==> src/rtl/mem_stage_issue_pkg.sv <==
`timescale 1ns/1ps
`default_nettype none
// ============================================================================
// Module      : mem_stage_issue_pkg
// Description : Shared types and constants for the data-memory issue stage:
//               request kind codes, FSM states, bus idle values, and the
//               request-to-bus encoding helper.
// Revision    : 1.0 - initial release
// ============================================================================
package mem_stage_issue_pkg;

  // Request kind codes as presented by the execute stage
  localparam logic [1:0] KIND_ALU  = 2'd0;
  localparam logic [1:0] KIND_LD   = 2'd1;
  localparam logic [1:0] KIND_ST   = 2'd2;
  localparam logic [1:0] KIND_RSVD = 2'd3;

  // Issue-stage controller states
  typedef enum logic [1:0] {
    ST_IDLE  = 2'd0,
    ST_ISSUE = 2'd1,
    ST_DRAIN = 2'd2
  } state_t;

  // One buffered request
  typedef struct packed {
    logic [1:0] kind;
    logic [7:0] addr;
    logic [7:0] wdata;
    logic [4:0] rd;
  } req_t;

  // One expectation stage: what the memory block owes us and whether to write it back
  typedef struct packed {
    logic       valid;
    logic       wb;
    logic [4:0] rd;
  } exp_t;

  // Everything driven onto the data-memory ex interface
  typedef struct packed {
    logic       en;
    logic       rw;
    logic       sel;
    logic [7:0] ans;
    logic [7:0] b;
    logic [4:0] tag;
  } bus_t;

  // Bus idle values
  localparam logic       BUS_IDLE_EN  = 1'b0;
  localparam logic       BUS_IDLE_RW  = 1'b0;
  localparam logic       BUS_IDLE_SEL = 1'b1;
  localparam logic [7:0] BUS_IDLE_ANS = 8'h00;
  localparam logic [7:0] BUS_IDLE_B   = 8'h00;
  localparam logic [4:0] BUS_IDLE_TAG = 5'd0;

  localparam bus_t BUS_IDLE = '{en:  BUS_IDLE_EN,  rw: BUS_IDLE_RW, sel: BUS_IDLE_SEL,
                                ans: BUS_IDLE_ANS, b:  BUS_IDLE_B,  tag: BUS_IDLE_TAG};

  // Translate a request into the bus values presented on the cycle it issues
  function automatic bus_t encode_bus(input req_t r);
    bus_t bus;
    bus     = BUS_IDLE;
    bus.ans = r.addr;
    bus.tag = r.rd;
    case (r.kind)
      KIND_LD: begin
        bus.en  = 1'b1;
        bus.rw  = 1'b0;
        bus.sel = 1'b0;
      end
      KIND_ST: begin
        bus.en  = 1'b1;
        bus.rw  = 1'b1;
        bus.sel = 1'b1;
        bus.b   = r.wdata;
      end
      default: begin
        bus.en  = 1'b0;
        bus.rw  = 1'b0;
        bus.sel = 1'b1;
      end
    endcase
    return bus;
  endfunction

  // Stores produce no result and register 0 is hard-wired, so neither writes back
  function automatic logic needs_wb(input req_t r);
    return (r.kind != KIND_ST) && (r.rd != 5'd0);
  endfunction

endpackage
`default_nettype wire

==> src/rtl/mem_stage_issue_req_fifo.sv <==
`timescale 1ns/1ps
`default_nettype none
// ============================================================================
// Module      : req_fifo
// Description : Synchronous FIFO with power-of-two depth. Head entry is
//               visible on rdata whenever the FIFO is non-empty.
// Revision    : 1.0 - initial release
// ============================================================================
module req_fifo #(
  parameter int DEPTH = 4,
  parameter int WIDTH = 23
) (
  input  logic                     clk4,
  input  logic                     rst,
  input  logic                     push,
  input  logic                     pop,
  input  logic [WIDTH-1:0]         wdata,
  output logic [WIDTH-1:0]         rdata,
  output logic                     full,
  output logic                     empty,
  output logic [$clog2(DEPTH):0]   count
);

  localparam int AW = $clog2(DEPTH);
  localparam logic [AW:0]   CNT_FULL = (AW+1)'(DEPTH);
  localparam logic [AW:0]   CNT_ONE  = (AW+1)'(1);
  localparam logic [AW-1:0] PTR_ONE  = AW'(1);

  logic [WIDTH-1:0] mem [DEPTH];
  logic [AW-1:0]    wr_ptr;
  logic [AW-1:0]    rd_ptr;
  logic             do_push;
  logic             do_pop;

  assign do_push = push && !full;
  assign do_pop  = pop && !empty;
  assign full    = (count == CNT_FULL);
  assign empty   = (count == '0);
  assign rdata   = mem[rd_ptr];

  // Storage write; contents need no reset because count gates visibility
  always_ff @(posedge clk4) begin
    if (do_push) begin
      mem[wr_ptr] <= wdata;
    end
  end

  // Pointers wrap naturally at DEPTH; count tracks occupancy
  always_ff @(posedge clk4) begin
    if (rst) begin
      wr_ptr <= '0;
      rd_ptr <= '0;
      count  <= '0;
    end else begin
      if (do_push) wr_ptr <= wr_ptr + PTR_ONE;
      if (do_pop)  rd_ptr <= rd_ptr + PTR_ONE;
      case ({do_push, do_pop})
        2'b10:   count <= count + CNT_ONE;
        2'b01:   count <= count - CNT_ONE;
        default: count <= count;
      endcase
    end
  end

endmodule
`default_nettype wire

==> src/rtl/mem_stage_issue.sv <==
`timescale 1ns/1ps
`default_nettype none
// ============================================================================
// Module      : mem_stage_issue
// Description : Data-memory stage initiator. Buffers execute-stage requests,
//               issues one per cycle on the ex bus, tracks outstanding
//               accesses and forwards returned results to writeback.
// Revision    : 1.0 - initial release
// ============================================================================
module mem_stage_issue
  import mem_stage_issue_pkg::*;
#(
  parameter int FIFO_DEPTH = 4,
  parameter int MEM_LAT    = 1
) (
  input  logic       clk4,
  input  logic       rst,
  input  logic       req_valid,
  output logic       req_ready,
  input  logic [1:0] req_kind,
  input  logic [7:0] req_addr,
  input  logic [7:0] req_wdata,
  input  logic [4:0] req_rd,
  output logic [7:0] ans_ex,
  output logic [7:0] B_bypass,
  output logic       mem_en_ex,
  output logic       mem_rw_ex,
  output logic       mem_mux_sel_ex,
  output logic [4:0] RW_ex,
  input  logic [7:0] mux_ans_dm,
  input  logic [4:0] RW_dm,
  output logic       wb_valid,
  output logic [7:0] wb_data,
  output logic [4:0] wb_rd,
  output logic       err_tag,
  output logic       err_kind,
  output logic       busy
);

  localparam int AW   = $clog2(FIFO_DEPTH);
  localparam int NSTG = MEM_LAT + 1;
  localparam int RW_W = $bits(req_t);
  localparam logic [AW:0] CNT_ONE = (AW+1)'(1);

  req_t            in_req;
  req_t            head;
  logic [RW_W-1:0] fifo_rdata;
  logic            fifo_full;
  logic            fifo_empty;
  logic [AW:0]     fifo_count;
  logic            accept;
  logic            push;
  logic            pop;

  exp_t            exp_q [NSTG];
  exp_t            exp_in;
  exp_t            fin;
  logic            in_flight;
  bus_t            bus_q;
  state_t          state_q;
  state_t          state_d;

  assign in_req    = '{kind: req_kind, addr: req_addr, wdata: req_wdata, rd: req_rd};
  assign head      = fifo_rdata;
  assign accept    = req_valid && !fifo_full;
  assign push      = accept && (req_kind != KIND_RSVD);
  assign pop       = !fifo_empty;
  assign req_ready = !fifo_full;
  assign fin       = exp_q[MEM_LAT];
  assign busy      = !fifo_empty || in_flight;

  assign mem_en_ex      = bus_q.en;
  assign mem_rw_ex      = bus_q.rw;
  assign mem_mux_sel_ex = bus_q.sel;
  assign ans_ex         = bus_q.ans;
  assign B_bypass       = bus_q.b;
  assign RW_ex          = bus_q.tag;

  req_fifo #(
    .DEPTH (FIFO_DEPTH),
    .WIDTH (RW_W)
  ) u_req_fifo (
    .clk4  (clk4),
    .rst   (rst),
    .push  (push),
    .pop   (pop),
    .wdata (in_req),
    .rdata (fifo_rdata),
    .full  (fifo_full),
    .empty (fifo_empty),
    .count (fifo_count)
  );

  // Expectation entering the shift register on the cycle the head issues
  always_comb begin
    exp_in = '0;
    if (pop) begin
      exp_in.valid = 1'b1;
      exp_in.wb    = needs_wb(head);
      exp_in.rd    = head.rd;
    end
  end

  // Expectation shift register; the last stage lines up with the memory's answer
  always_ff @(posedge clk4) begin
    if (rst) begin
      for (int i = 0; i < NSTG; i++) exp_q[i] <= '0;
    end else begin
      exp_q[0] <= exp_in;
      for (int i = 1; i < NSTG; i++) exp_q[i] <= exp_q[i-1];
    end
  end

  // Any outstanding access anywhere in the shift register
  always_comb begin
    in_flight = 1'b0;
    for (int i = 0; i < NSTG; i++) in_flight = in_flight | exp_q[i].valid;
  end

  // Bus register: head values while popping, idle values otherwise
  always_ff @(posedge clk4) begin
    if (rst)      bus_q <= BUS_IDLE;
    else if (pop) bus_q <= encode_bus(head);
    else          bus_q <= BUS_IDLE;
  end

  // Writeback register: forward the returned value for expected, writeable results
  always_ff @(posedge clk4) begin
    if (rst) begin
      wb_valid <= 1'b0;
      wb_data  <= 8'h00;
      wb_rd    <= 5'd0;
    end else if (fin.valid && fin.wb) begin
      wb_valid <= 1'b1;
      wb_data  <= mux_ans_dm;
      wb_rd    <= fin.rd;
    end else begin
      wb_valid <= 1'b0;
      wb_data  <= 8'h00;
      wb_rd    <= 5'd0;
    end
  end

  // Sticky error flags; only reset clears them
  always_ff @(posedge clk4) begin
    if (rst) begin
      err_tag  <= 1'b0;
      err_kind <= 1'b0;
    end else begin
      if (fin.valid && (RW_dm != fin.rd))          err_tag  <= 1'b1;
      if (accept && (req_kind == KIND_RSVD))       err_kind <= 1'b1;
    end
  end

  // Controller state register
  always_ff @(posedge clk4) begin
    if (rst) state_q <= ST_IDLE;
    else     state_q <= state_d;
  end

  // Controller next state: issuing while queued, draining while only in flight
  always_comb begin
    state_d = state_q;
    unique case (state_q)
      ST_IDLE: begin
        if (push) state_d = ST_ISSUE;
      end
      ST_ISSUE: begin
        // Last queued entry leaves this cycle and nothing replaces it
        if (pop && !push && (fifo_count == CNT_ONE)) state_d = ST_DRAIN;
      end
      ST_DRAIN: begin
        if (push)           state_d = ST_ISSUE;
        else if (!in_flight) state_d = ST_IDLE;
      end
      default: state_d = ST_IDLE;
    endcase
  end

endmodule
`default_nettype wire

==> config.mk <==
export PLATFORM = sky130hd
export DESIGN_NAME = mem_stage_issue
export DESIGN_NICKNAME = d
export VERILOG_FILES = /design/src/rtl/mem_stage_issue_pkg.sv /design/src/rtl/mem_stage_issue_req_fifo.sv /design/src/rtl/mem_stage_issue.sv
export SDC_FILE = /design/constraint.sdc
export NUM_CORES = 1
export LEC_CHECK = 0
export CORE_MARGIN = 10
export CORE_UTILIZATION = 57
export DETAILED_ROUTE_END_ITERATION = 8
export PLACE_DENSITY = 0.94
export SYNTH_ARGS = -nofsm -noshare
export SYNTH_HDL_FRONTEND = slang
export SYNTH_SLANG_ARGS = --single-unit
==> constraint.sdc <==
create_clock -name clk4 -period 5.05 [get_ports clk4]
set_input_delay 0.7575 -clock clk4 [delete_from_list [all_inputs] [get_ports clk4]]
set_output_delay 0.7575 -clock clk4 [all_outputs]
set_load 0.005 [all_outputs]
== Yosys cells after proc, flatten, opt, wreduce, memory -nomap -nowiden ==
Memory sizes are Yosys's and may differ from the RTL's. A register that Yosys moved wholly into a read port is not among the register bits.
Index checks and enable logic that the tools add are counted.

* Add/sub/neg operators: 4
* Equal/unequal tests: 9
* Multiplexer cells: 13
* Bitwise operators: 5
* Reductions and logical operators: 16

{| class="wikitable"
|+ Operator list
! kind !! number
|-
| 7-bit 2-to-1 mux || 3
|-
| 3-bit case mux with 2 select lines || 2
|-
| 1-bit logical AND || 7
|-
| 2-bit == test (second input constant) || 3
|-
| 1-bit 2-to-1 mux || 6
|-
| 5-bit inequality test || 1
|-
| 5-bit nonzero test || 1
|-
| 2-bit by 1-bit adder with 2-bit output (second input constant) || 2
|-
| 2-bit by 1-bit == test with 1-bit output (second input constant) || 2
|-
| 2-bit 2-to-1 mux || 2
|-
| 2-bit inequality test (second input constant) || 2
|-
| 2-bit OR reduction || 2
|-
| 3-bit by 1-bit adder with 3-bit output (second input constant) || 1
|-
| 3-bit == test (second input constant) || 1
|-
| 3-bit zero test || 1
|-
| 1-bit bitwise OR || 3
|-
| 3-bit OR reduction || 1
|-
| 3-bit by 1-bit subtractor with 3-bit output (second input constant) || 1
|-
| 1-bit zero test || 2
|-
| 1-bit inverter || 2
|-
| 2-bit nonzero test || 1
|-
| 1-bit logical OR || 1
|}

* Flip-flop bits (word level): 47
* Bits in writable memories: 106
* Bits of input ports: 39
* Output and inout bits: 42
* Logic and storage cells: 63
* Memories: 2

{| class="wikitable"
|+ Memories
! name !! words !! width !! rd ports !! clocked after Yosys merged registers in !! wr ports !! RTL line !! text
|-
| u_req_fifo.mem || 4 || 23 || 1 || 1 || 1 || mem_stage_issue_req_fifo.sv:29 || <nowiki>logic [WIDTH-1:0] mem [DEPTH];</nowiki>
|-
| exp_q || 2 || 7 || 2 || 0 || 2 || mem_stage_issue.sv:55 || <nowiki>exp_t exp_q [NSTG];</nowiki>
|}

== Logic depth before layout (Yosys ltp) ==
Gate-level depths: netlist of the first run.

* Depth after elaboration: 7
* Mapped depth: 6
* Mapped depth without buffers: 6

== Modules after synthesis ==
From an unflattened synthesis of the first run, not the netlist that was laid out.

* Cell total of the unflattened synthesis: 303
* Area, all modules: 5321.4 um^2

{| class="wikitable"
|+ Modules (own cells, without submodules)
! module !! times used !! cells each !! area each (um^2) !! sequential area each (um^2)
|-
| req_fifo || 1 || 174 || 3833.7 || 2942.8
|-
| mem_stage_issue || 1 || 129 || 1487.7 || 980.9
|}

== Worst setup path after synthesis of the first run ==
Ideal clock, no wire load.

* Kind: input -> register
* From: input port req_valid
* To: memory u_req_fifo.mem[0][0], enable pin
* Library setup time: 382 ps
* Arrival time: 1860 ps
* Required time: 4668 ps
* Setup slack: 2809 ps
* Cell stages on the path: 3
* Buffers on the path: 0
* Path through: a21bo_2 -> a21oi_2 -> and2_1

* Cells in the longest elaborated chain, start to end: 5

{| class="wikitable"
|+ RTL lines
! what !! RTL line !! text
|-
| start: declaration || mem_stage_issue.sv:18 || <nowiki>input logic req_valid,</nowiki>
|-
| 1-bit logical AND || mem_stage_issue.sv:65 || <nowiki>assign accept = req_valid && !fifo_full;</nowiki>
|-
| 1-bit logical AND || mem_stage_issue.sv:66 || <nowiki>assign push = accept && (req_kind != KIND_RSVD);</nowiki>
|-
| 1-bit logical AND || mem_stage_issue_req_fifo.sv:35 || <nowiki>assign do_push = push && !full;</nowiki>
|-
| 1-bit 2-to-1 mux || mem_stage_issue_req_fifo.sv:43 || <nowiki>if (do_push) begin</nowiki>
|-
| 1-bit 2-to-1 mux (not written as such) || mem_stage_issue_req_fifo.sv:44 || <nowiki>mem[wr_ptr] <= wdata;</nowiki>
|-
| end: declaration || mem_stage_issue_req_fifo.sv:29 ||
|}

Every way passes these cells.

== Final worst setup path of the first run ==
* From: register u_req_fifo.count[2]
* To: output port busy

* Cells in the longest elaborated chain, start to end: 3

{| class="wikitable"
|+ RTL lines
! what !! RTL line !! text
|-
| start: declaration || mem_stage_issue_req_fifo.sv:21 || <nowiki>output logic [$clog2(DEPTH):0] count</nowiki>
|-
| start signal: assignment || mem_stage_issue_req_fifo.sv:58 || <nowiki>2'b10: count <= count + CNT_ONE;</nowiki>
|-
| start signal: assignment || mem_stage_issue_req_fifo.sv:59 || <nowiki>2'b01: count <= count - CNT_ONE;</nowiki>
|-
| start signal: assignment || mem_stage_issue_req_fifo.sv:60 || <nowiki>default: count <= count;</nowiki>
|-
| 3-bit zero test || mem_stage_issue_req_fifo.sv:38 || <nowiki>assign empty = (count == '0);</nowiki>
|-
| 1-bit zero test || mem_stage_issue.sv:70 || <nowiki>assign busy = !fifo_empty || in_flight;</nowiki>
|-
| 1-bit logical OR || mem_stage_issue.sv:70 ||
|-
| end: declaration || mem_stage_issue.sv:37 || <nowiki>output logic busy</nowiki>
|}

Every way passes these cells.

==> results.json, run 1 <==
{
  "area_growth_syn_to_layout_pct": 25.1,
  "place_congestion": 0.756,
  "drc": 0,
  "critical_path_required_ns": 4.29,
  "power-per-cell-area_nw_per_um2": 485,
  "core-area_um2": 9150,
  "grt_usage_pct": 15.5,
  "cp-end-kind": "output port",
  "post-route-util_pct": 72.4,
  "tightestPinTransition_ns": 1.28,
  "worstPathMaxFanout": 7,
  "drtIter0Drc": 208,
  "numCtsBuffers": 17,
  "io_pins": 81,
  "root_buffer": "clkbuf_8",
  "use_met2_pct": 26.3,
  "criticalPathCategory": "register to output port",
  "holdBufCountCts": 0,
  "dr.pass1.iters": 4,
  "synth_edf_count": 92,
  "peakVddDrop_mv": 0.292,
  "synthCells": 299,
  "yosysTopAreaCellShare_pct": 52.1,
  "holdCritStartpoint": "exp_q[0][5]$_SDFF_PP0_",
  "antenna_cells": 0,
  "post_cts_buffers": 0,
  "fin_crit_sh_pct": 57.2,
  "drive_gt1_share_pct": 15.1,
  "postCtsResizedCells": 0,
  "place_hpwl_um": 6590,
  "synth_warnings": 0,
  "grt_max_degree": 25,
  "ys_top_cells_by_area": "edfxtp_1 (52%), dfxtp_1 (22%), mux4_2 (9.8%)",
  "hold_class": "register to register",
  "cts_tree": "built",
  "portBuffers": 80,
  "initial_core_util_pct": 57.9,
  "finClkSkew_ns": 0.00767,
  "grt_pass1_wl_um": 15600,
  "grt_overflow": 0,
  "fmax_mhz": 346,
  "antenna_found_initial": 0,
  "clk_pin_slew_worst_paths_ns": 0.06,
  "hold_viol": 0,
  "layout.nets": 431,
  "synth_seq_cells": 150,
  "clock-sinks": 150,
  "finalWirelength_um": 9940,
  "cap_violations": 0,
  "clock_latency_ns": 0.51,
  "cp_slowest_cell": "or3_4",
  "critPathMaxStageDelay_ns": 0.47,
  "dr_total_vias": 2735,
  "slew_headroom_pct": 14.6,
  "yosysUniqueCellTypes": 36,
  "h-tree-depth": 4,
  "num_rows": 35,
  "cts_buffer_depth": 2,
  "worstSetupStartpointType": "register",
  "ant_nets": 0,
  "grt_most_used_layer": "met2",
  "final_area_um2": 6630,
  "ys_seq_area_share_pct": 74.1,
  "synth_fp_nets": 346,
  "p_total_mw": 3.22,
  "grt_pass1_vias": 2969,
  "met3_usage_pct": 4.47,
  "syn_area_um2": 5300,
  "finalCriticalPeriod_ns": 2.89,
  "die-width_um": 116,
  "met1_usage_pct": 17.6,
  "synth-main-ff-cell": "edfxtp_1",
  "multi_input_area_um2": 1220,
  "die_h_um": 116,
  "seqCellArea_um2": 3930,
  "rsz0062_at_grt": "false",
  "cp.arrival_ns": 2.13,
  "worstSetupStartpoint": "u_req_fifo.count[2]$_SDFFE_PP0P_",
  "cp_cell_sequence": "or3_4 > or3_1 > clkdlybuf4s50_1",
  "hold_ws_ns": 0.442,
  "tns_ns": 0,
  "yosys.area.top_type": "edfxtp_1",
  "vias_per_cell": 5.38,
  "syn_area_per_cell_um2": 17.7,
  "setup_viol": 0,
  "mostFrequentLayoutCell": "edfxtp_1",
  "run_status": "completed",
  "placed_area_um2": 6120,
  "rr_startpoint": "u_req_fifo.count[0]$_SDFFE_PP0P_",
  "synthArstFlopShare_pct": 0,
  "detail_route.wl_per_cell_um": 19.6,
  "fillers": 536,
  "p_leak_nw": 2.30,
  "final_cell_mix": "edfxtp_1 (92), clkdlybuf4s50_1 (80), dfxtp_1 (57)",
  "die_area_um2": 13600,
  "finalMaxSlewViolations": 0
}
[metrics by stage]
step / std cells / setup WS [ns]
CTS: 508 / 2.14
finish: 508 / 2.16
global placement: 476 / 1.91
floorplan: 299 / 2.81
global route: 508 / 2.09
detailed placement: 476 / 1.75
[cells by family after synthesis]
group / synth area share (%)
compound gates: 1.84
xor+xnor: 1.32
fa+ha+maj: 2.03
buf+inv: 2.91
flops: 74.1
mux: 9.97
simple gates: 7.87
[worst max-delay path: cells and delay by family, from the launching register on]
family	cells	cell delay, ns
flip-flops	1	0.37
AND/OR/NAND/NOR	2	0.78
buffers and inverters	1	0.47
[cell usage after synthesis, types with 5 or more instances]
cell type	count
nor2b_1	7
inv_1	7
and2_1	31
ha_1	7
nor2_1	11
xnor2_1	5
buf_4	5
and3_1	8
mux4_2	23
nand2_1	5
dfxtp_1	58
edfxtp_1	92
[final cells by class]
class | instances | share of cell area (%)
timing repair buffer | 81 | 12.2
clock buffer | 18 | 6.30
tap | 111 | 2.10
sequential | 150 | 59.2
inverter | 8 | 0.453
multi-input combinational | 126 | 18.4
clock inverter | 14 | 1.34
[report_power, final]
| part | total [mW] | switching [mW] | internal [mW] |
|---|---|---|---|
| registers | 1.54 | 0.107 | 1.44 |
| clock network | 1.06 | 0.461 | 0.594 |
| logic | 0.616 | 0.265 | 0.351 |
| total | 3.22 | 0.833 | 2.38 |
[layer usage]
metal / routed length, µm / share of wire [%]
met4: 141 / 1.4
met1: 3970 / 40
met2: 5140 / 52
met5: 0 / 0
met3: 693 / 7.0
[worst paths after layout]
path | to | slack [ns] | cells past startpoint
worst max-delay path | busy | 2.16 | 3
worst min-delay path | exp_q[0][12]$_SDFF_PP0_ | 0.44 | 1
worst max register to register | u_req_fifo.mem[1][16]$_DFFE_PP_ | 2.74 | 3
worst min register to register | exp_q[0][12]$_SDFF_PP0_ | 0.44 | 1
[flip-flops by register name (all words and copies together) (netlist names), 2 cells and up, named ones only]
register           cells
u_req_fifo.mem        92
ans_ex                 8
u_req_fifo.count       3
u_req_fifo.wr_ptr      2
wb_data                8
B_bypass               8
wb_rd                  5
exp_q                 10
u_req_fifo.rd_ptr      2
RW_ex                  4
No activity file was read; power rests on OpenSTA's default activity.
==> inputs of run 2 (changes only) <==
CORE_UTILIZATION = 48   (was 57)
PLACE_DENSITY = 0.85   (was 0.94)
clock period = 2.5 ns   (was 5.05 ns; I/O delays follow)
==> results.json, run 2 (synthesis gave the netlist of run 1 again) <==
{
  "drtIter0Drc": 117,
  "setup_viol": 0,
  "finClkSkew_ns": 0.00568,
  "place_congestion": 0.747,
  "holdBufCountCts": 0,
  "fin_crit_sh_pct": 93.8,
  "antenna_cells": 0,
  "cts_buffer_depth": 2,
  "place_hpwl_um": 6810,
  "worstPathMaxFanout": 7,
  "mostFrequentLayoutCell": "edfxtp_1",
  "final_cell_mix": "edfxtp_1 (92), clkdlybuf4s50_1 (79), dfxtp_1 (57)",
  "hold_class": "input pin to register",
  "largest_reg_flops": 92,
  "worstSetupStartpoint": "u_req_fifo.count[2]$_SDFFE_PP0P_",
  "finalMaxSlewViolations": 0,
  "p_leak_nw": 2.42,
  "layout.nets": 439,
  "peakVddDrop_mv": 0.629,
  "finalWirelength_um": 9870,
  "initial_core_util_pct": 48.9,
  "critical_path_required_ns": 2.12,
  "clock_latency_ns": 0.51,
  "fin_cells": 545,
  "placed_cells": 513,
  "root_buffer": "clkbuf_8",
  "detail_route.wl_per_cell_um": 18.1,
  "io_pins": 81,
  "run_status": "completed",
  "drc": 0,
  "slew_headroom_pct": 55.8,
  "path_buf_inv": 1,
  "hold_viol": 0,
  "vias_per_cell": 5.04,
  "cp-end-kind": "output port",
  "die-width_um": 125,
  "cp_top_family": "simple AND/OR/NAND/NOR gates",
  "finalCriticalPeriod_ns": 2.34,
  "post-route-util_pct": 63.4,
  "core-area_um2": 10800,
  "die_h_um": 125,
  "tns_ns": 0,
  "top_regs": "u_req_fifo.mem x92, exp_q x10",
  "cp_cell_sequence": "or3_4 > or3_1 > dlygate4sd2_1",
  "grt_pass1_wl_um": 16000,
  "num_rows": 38,
  "grt_max_degree": 25,
  "worstSetupStartpointType": "register",
  "clock-sinks": 150,
  "cp.arrival_ns": 1.97,
  "holdCritStartpoint": "mux_ans_dm[5]",
  "antenna_found_initial": 0,
  "multi_input_area_um2": 1220,
  "h-tree-depth": 4,
  "tightestPinTransition_ns": 0.661,
  "cap_violations": 0,
  "seqCellArea_um2": 3930,
  "criticalPathCategory": "register to output port",
  "die_area_um2": 15600,
  "rsz0062_at_grt": "false",
  "regMostFlops": "u_req_fifo.mem",
  "ant_nets": 0,
  "dr.pass1.iters": 4,
  "fmax_mhz": 427,
  "drive_gt1_share_pct": 16.3,
  "cp_slowest_cell": "or3_4",
  "cts_tree": "built",
  "dr_total_vias": 2746,
  "fillers": 748,
  "critPathMaxStageDelay_ns": 0.47,
  "area_growth_syn_to_layout_pct": 29.7,
  "portBuffers": 80,
  "grt_overflow": 0,
  "grt_usage_pct": 13.1,
  "clk_pin_slew_worst_paths_ns": 0.06,
  "power-per-cell-area_nw_per_um2": 1010,
  "grt_pass1_vias": 3035,
  "numCtsBuffers": 17
}
run 2: worst reg2reg max path, stage by stage (launching register included):
cell and delay [ns]:
dfxtp_2 0.46, buf_4 0.39, mux4_2 0.59, nor3_1 0.27
a211oi_1 0.11
run 2: cell type report:
class                   count  area share, %
clock buffers              21           6.54
clock inverters            11           2.24
well taps                 140           2.55
inverters                   8          0.437
multi-input cells         126           17.8
repair buffers             89           13.3
flip-flops and latches    150           57.1
run 2: path summary, 6_finish.rpt:
kind / cells after the start / end / slack (ns)
max: 3 / busy / 0.16
min reg2reg: 1 / exp_q[0][12]$_SDFF_PP0_ / 0.44
min: 2 / wb_data[5]$_SDFF_PP0_ / 0.42
max reg2reg: 4 / exp_q[0][5]$_SDFF_PP0_ / 0.54
run 2: power breakdown:
group	leakage (nW)	internal [mW]	switching [mW]
clock	0.294	1.66	0.886
combinational	0.815	0.736	0.605
sequential	1.31	2.90	0.144
total	2.42	5.29	1.64
run 2: layer usage:
metal  routed length (µm)  vias to the layer above  global-route usage (%)
li1                     -                     1284                       -
met1                 3810                     1341                    13.7
met2                 5150                      103                    22.6
met3                  732                       18                    5.66
met4                  171                        0                    5.96
met5                    0                        -                       0
run 2: stage by stage:
step                instance area (µm²)  hold slack [ns]  setup WS, ns  power (mW)
floorplan                          5300            0.414         0.641        4.00
global placement                   6270            0.420         0.244        4.39
global route                       6870            0.407        0.0920        7.25
detailed placement                 6270            0.428         0.177        4.45
CTS                                6870            0.394         0.149        7.00
finish                             6870            0.419         0.156        6.93
run 2: repair_timing:
action | 4_1_cts | 5_1_grt
resized for setup | 1 | 0
endpoints found under the hold margin | 0 | 0
setup buffers | 0 | 0
setup endpoints to repair | 1 | 0
==> inputs of run 3 (changes only) <==
CELL_PAD_IN_SITES_DETAIL_PLACEMENT = 1   (was not set)
CELL_PAD_IN_SITES_GLOBAL_PLACEMENT = 2   (was not set)
CORE_ASPECT_RATIO = 1.25   (was not set)
CORE_UTILIZATION = 35   (was 48)
==> results.json, run 3 (synthesis gave the netlist of run 1 again) <==
{
  "drc": 0,
  "area_growth_syn_to_layout_pct": 30.8,
  "drive_gt1_share_pct": 16.6,
  "cts_tree": "built",
  "met3_usage_pct": 3.70,
  "final_cell_mix": "edfxtp_1 (92), clkdlybuf4s50_1 (80), dfxtp_1 (57)",
  "worstRegToRegCells": 4,
  "clock_latency_ns": 0.42,
  "placed_area_um2": 6310,
  "run_status": "completed",
  "die_area_um2": 20500,
  "holdCritStartpoint": "exp_q[0][5]$_SDFF_PP0_",
  "holdBufCountCts": 0,
  "finalMaxSlewViolations": 0,
  "die_h_um": 158,
  "rr_startpoint": "u_req_fifo.count[2]$_SDFFE_PP0P_",
  "finalWirelength_um": 11600,
  "ant_nets": 0,
  "slew_headroom_pct": 57.0,
  "grt_usage_pct": 11.9,
  "hold_viol": 0,
  "io_pins": 81,
  "hold_ws_ns": 0.440,
  "use_met2_pct": 21.8,
  "finClkSkew_ns": 0.00904,
  "detail_route.wl_per_cell_um": 19.9,
  "num_rows": 50,
  "critical_path_required_ns": 2.12,
  "p_leak_nw": 2.41,
  "regMostFlops": "u_req_fifo.mem",
  "worstSetupStartpointType": "register",
  "fmax_mhz": 411,
  "hold_class": "register to register",
  "tightestPinTransition_ns": 0.642,
  "post-route-util_pct": 46.5,
  "antenna_cells": 0,
  "clock-sinks": 150,
  "r2r_slack_ns": 0.64,
  "grt_max_degree": 25,
  "finalWorstSetupSlack_ns": 0.0663,
  "met1_usage_pct": 12.0,
  "root_buffer": "clkbuf_16",
  "dr.pass1.iters": 5,
  "layout.nets": 438,
  "die-width_um": 130,
  "drtIter0Drc": 106,
  "post_cts_buffers": 0,
  "cp-end-kind": "output port",
  "criticalPathCategory": "register to output port",
  "portBuffers": 80,
  "reg2reg_to": "u_req_fifo.count[1]$_SDFFE_PP0P_",
  "power-per-cell-area_nw_per_um2": 1020,
  "final_area_um2": 6930,
  "hold_depth": 1,
  "h-tree-depth": 4,
  "place_hpwl_um": 8030,
  "place_congestion": 0.751,
  "tns_ns": 0,
  "dr_total_vias": 2798,
  "largest_reg_flops": 92,
  "cts_buffer_depth": 2,
  "cp.arrival_ns": 2.06,
  "peakVddDrop_mv": 0.467,
  "place_worst_setup_slack_ns": 0.119,
  "clk_pin_slew_worst_paths_ns": 0.06,
  "worstPathMaxFanout": 7,
  "postCtsResizedCells": 0,
  "grt_overflow": 0,
  "cap_violations": 0,
  "rsz0062_at_grt": "false",
  "placed_cells": 554,
  "numCtsBuffers": 17,
  "grt_pass1_wl_um": 18100,
  "vias_per_cell": 4.77,
  "grt_pass1_vias": 3208,
  "initial_core_util_pct": 35.6,
  "fin_crit_sh_pct": 97.3,
  "whs_endpoint": "exp_q[0][12]$_SDFF_PP0_",
  "core-area_um2": 14900,
  "setup_viol": 0,
  "top_regs": "u_req_fifo.mem x92, exp_q x10",
  "grt_most_used_layer": "met2",
  "p_total_mw": 7.05,
  "mostFrequentLayoutCell": "edfxtp_1",
  "antenna_found_initial": 1,
  "fin_cells": 586,
  "worstSetupStartpoint": "u_req_fifo.count[2]$_SDFFE_PP0P_",
  "finalCriticalPeriod_ns": 2.43
}
[run 3: how the worst max path moves through the flow]
stage                                            end  depth (start not counted)
finish                                          busy                          3
global route                                    busy                          3
CTS                                             busy                          3
detailed placement  u_req_fifo.count[2]$_SDFFE_PP0P_                          7
global placement     u_req_fifo.mem[0][10]$_DFFE_PP_                          5
floorplan             u_req_fifo.mem[0][0]$_DFFE_PP_                          3
[run 3: layer usage]
| layer | wire [µm] | part of all wire (%) |
|---|---|---|
| met4 | 184 | 1.6 |
| met1 | 4390 | 38 |
| met5 | 7 | 0.060 |
| met3 | 635 | 5.5 |
| met2 | 6430 | 55 |
[run 3: cell type report]
class	count	area [µm²]
Fill cell	1453	7960
Clock inverter	12	178
Tap cell	182	228
Sequential cell	150	3930
Multi-Input combinational cell	126	1220
Inverter	8	30.0
Clock buffer	20	437
Timing Repair Buffer	88	911
[run 3: worst max-delay path, cell delays in order, from the launching register on]
cell             delay (ns)
dfxtp_1                0.37
or3_4                  0.47
or3_1                  0.33
clkdlybuf4s50_1        0.47
[run 3: report_power, final]
| part | internal (mW) | total, mW | leakage, nW | switching [mW] |
|---|---|---|---|---|
| Combinational | 0.745 | 1.40 | 0.808 | 0.657 |
| Clock | 1.67 | 2.62 | 0.287 | 0.955 |
| Sequential | 2.90 | 3.02 | 1.31 | 0.122 |
==> patch, RTL diff (flow settings as in run 3) <==
Set the parameter `MEM_LAT` to 2 (it was 1).
--- a/src/rtl/mem_stage_issue.sv
+++ b/src/rtl/mem_stage_issue.sv
@@ -11,7 +11,7 @@
   import mem_stage_issue_pkg::*;
 #(
   parameter int FIFO_DEPTH = 4,
-  parameter int MEM_LAT    = 1
+  parameter int MEM_LAT    = 2
 ) (
   input  logic       clk4,
   input  logic       rst,
Formal check against the unedited RTL: not equivalent (Yosys sat finds a counterexample within 10 cycles, from zero or initial values and one cycle with rst high).
==> patch against run 3 <==
  * Register-to-register slack worse by 110 ps
  * Sequential power up 6%
  * Die area increased by 2.9%
  * Largest power group unchanged
  * Final area rose by 3.9%
  * Synthesized area is 3.4% higher
  * Sequential cell count is 7 higher
  * Power is 4.2% higher
  * Combinational power down 4%
  * Hold slack got worse by 1.6 ps
  * Largest cell class unchanged
  * Wire length decreased by 0.24%
  * Sequential share of layout area down 0.20 points
  * Setup slack better by 110 ps
==> patch: results (changes against run 3) <==
- Setup Skew: 11.59 ps (+2.555 ps)
- Top sig layer: met4
- Layout Cells excl Fill: 632 (+7.8%)
- First-pass GRT wire length: 18.50 mm (+2.2%)
- Synth top cells by count: 92 x edfxtp_1, 65 x dfxtp_1, 31 x and2_1, 23 x mux4_2, 14 x nor2b_1
- # placed instances: 599 (+8.1%)
- Status: complete, no violations
- Met1 Wirelength: 4.606 mm (+5.0%)
- Layout cells sized above 1: 0.1643 (-0.001556)
- Asr flop ratio synth: 0 (unchanged)
- P_leak: 0.002516 µW (+4.6%)
- Drt pass-1 iters: 4 (-1)
- Post-synth EDFFs: 92 (unchanged)
- DP HPWL: 8.061 mm (+0.38%)
- Top post-synthesis cells by area: edfxtp_1 50%, dfxtp_1 24%, mux4_2 9.5%
- Vias in the first global route: 3250 (+1.3%)
- Clock Latency Late Sink: 420 ps (about the same)
- All-layer global routing usage: 0.1154 (-0.003897)
- Nets@finish: 454 (+3.7%)
- Min-Delay Path Class: flip-flop to flip-flop
- Slew margin rel.: 0.5416 (-0.02877)
- Internal power: 5591 µW (+5.2%)
- Critical path's largest stage delay: 440 ps (-30 ps)
- Initial antenna violation count: 0 (-1)
- Register area share after synthesis: 0.7419 (+0.001221)
- WL final: 11.62 mm (-0.24%)
- Yosys cell types: 37 (+2.8%)
- Hold Path Sink: exp_q[0][16]
- 1st-iter DRT viols: 114 (+7.5%)
- Largest net degree at the start of global routing: 25 (unchanged)
- Gpl congestion: 0.7554 (+0.61%)
- Syn nets: 360 (+4.0%)
- WHS Path Cells: 1 (unchanged)
- Post-DP Area: 0.006544 mm² (+3.6%)
- Worst VDD drop: 461.5 µV (-1.1%)
- Vias: 2872 (+2.6%)
- Wire length on met3: 542 µm (-15%)
- Syn avg cell area: 17.50 µm² (-1.2%)
- Biggest regs: u_req_fifo.mem (92), exp_q (17)
- Met1 usage: 0.1210 (+0.001242)
- Seq pwr share: 0.435 (+0.006)
- FF-to-FF setup slack: 530 ps (-110 ps)
- Wire length on met2: 6.308 mm (-1.9%)
- Hold_sp: exp_q[0][9]
- Met2 usage: 0.2045 (-0.01384)
- Combinational group share of total power: 0.182 (-0.017)
- Reg-to-reg endpoint: exp_q[0][5]
- Met3 GRT Util: 0.04175 (+0.004721)
## patch: changes by cell type after synthesis, sizes merged
| cell | run 3 | this run |
|---|---|---|
| dfxtp | 58 | 65 |
| nor2b | 7 | 14 |
| or3 | 4 | 3 |
| or4 | 0 | 1 |
## patch: through the flow
stage / setup WS [ps] / total power, µW / hold WS [ps]
floorplan: 641.1 / 4103 / 413.8
global placement: 282.9 / 4536 / 422.4
detailed placement: 227.0 / 4608 / 433.1
CTS: 165.3 / 7455 / 447.0
global route: 122.0 / 7714 / 460.0
finish: 178.5 / 7343 / 438.7
## patch: final cells by class
class	count	area, µm²
flip-flops and latches	157	4065
repair buffers	90	924.6
clock inverters	11	188.9
fillers	1522	8242
inverters	8	30.03
well taps	212	265.3
clock buffers	21	461.7
multi-input cells	133	1265
## patch: worst max-delay path by stage
stage / from / to / slack (ps)
floorplan: req_valid / u_req_fifo.mem[0][0] / 640
global placement: req_kind[0] / u_req_fifo.count[2] / 280
detailed placement: req_kind[1] / u_req_fifo.count[2] / 230
CTS: u_req_fifo.count[2] / busy / 170
global route: u_req_fifo.count[0] / busy / 120
finish: u_req_fifo.count[0] / busy / 180
## patch: cells by family (layout without fill, tap and decap cells)
logic type,count (synthesis),after routing,share of synthesized area
xor+xnor,8,8,0.01279
mux,24,24,0.09639
compound gates,14,14,0.01782
flops,157,157,0.7419
buf+inv,23,130,0.02718
simple gates,79,79,0.08429
fa+ha+maj,8,8,0.01964
## patch: critical path: cells and delay by family (launching register included)
family | cells | cell delay, ps
buffers and inverters | 1 | 290
DFF | 1 | 360
and+or+nand+nor | 2 | 870
## patch: repair_timing
| action | CTS | global route |
|---|---|---|
| gates resized for setup | 1 | 0 |
| endpoints found under the setup margin | 1 | 0 |
| buffers inserted | 1 | 0 |
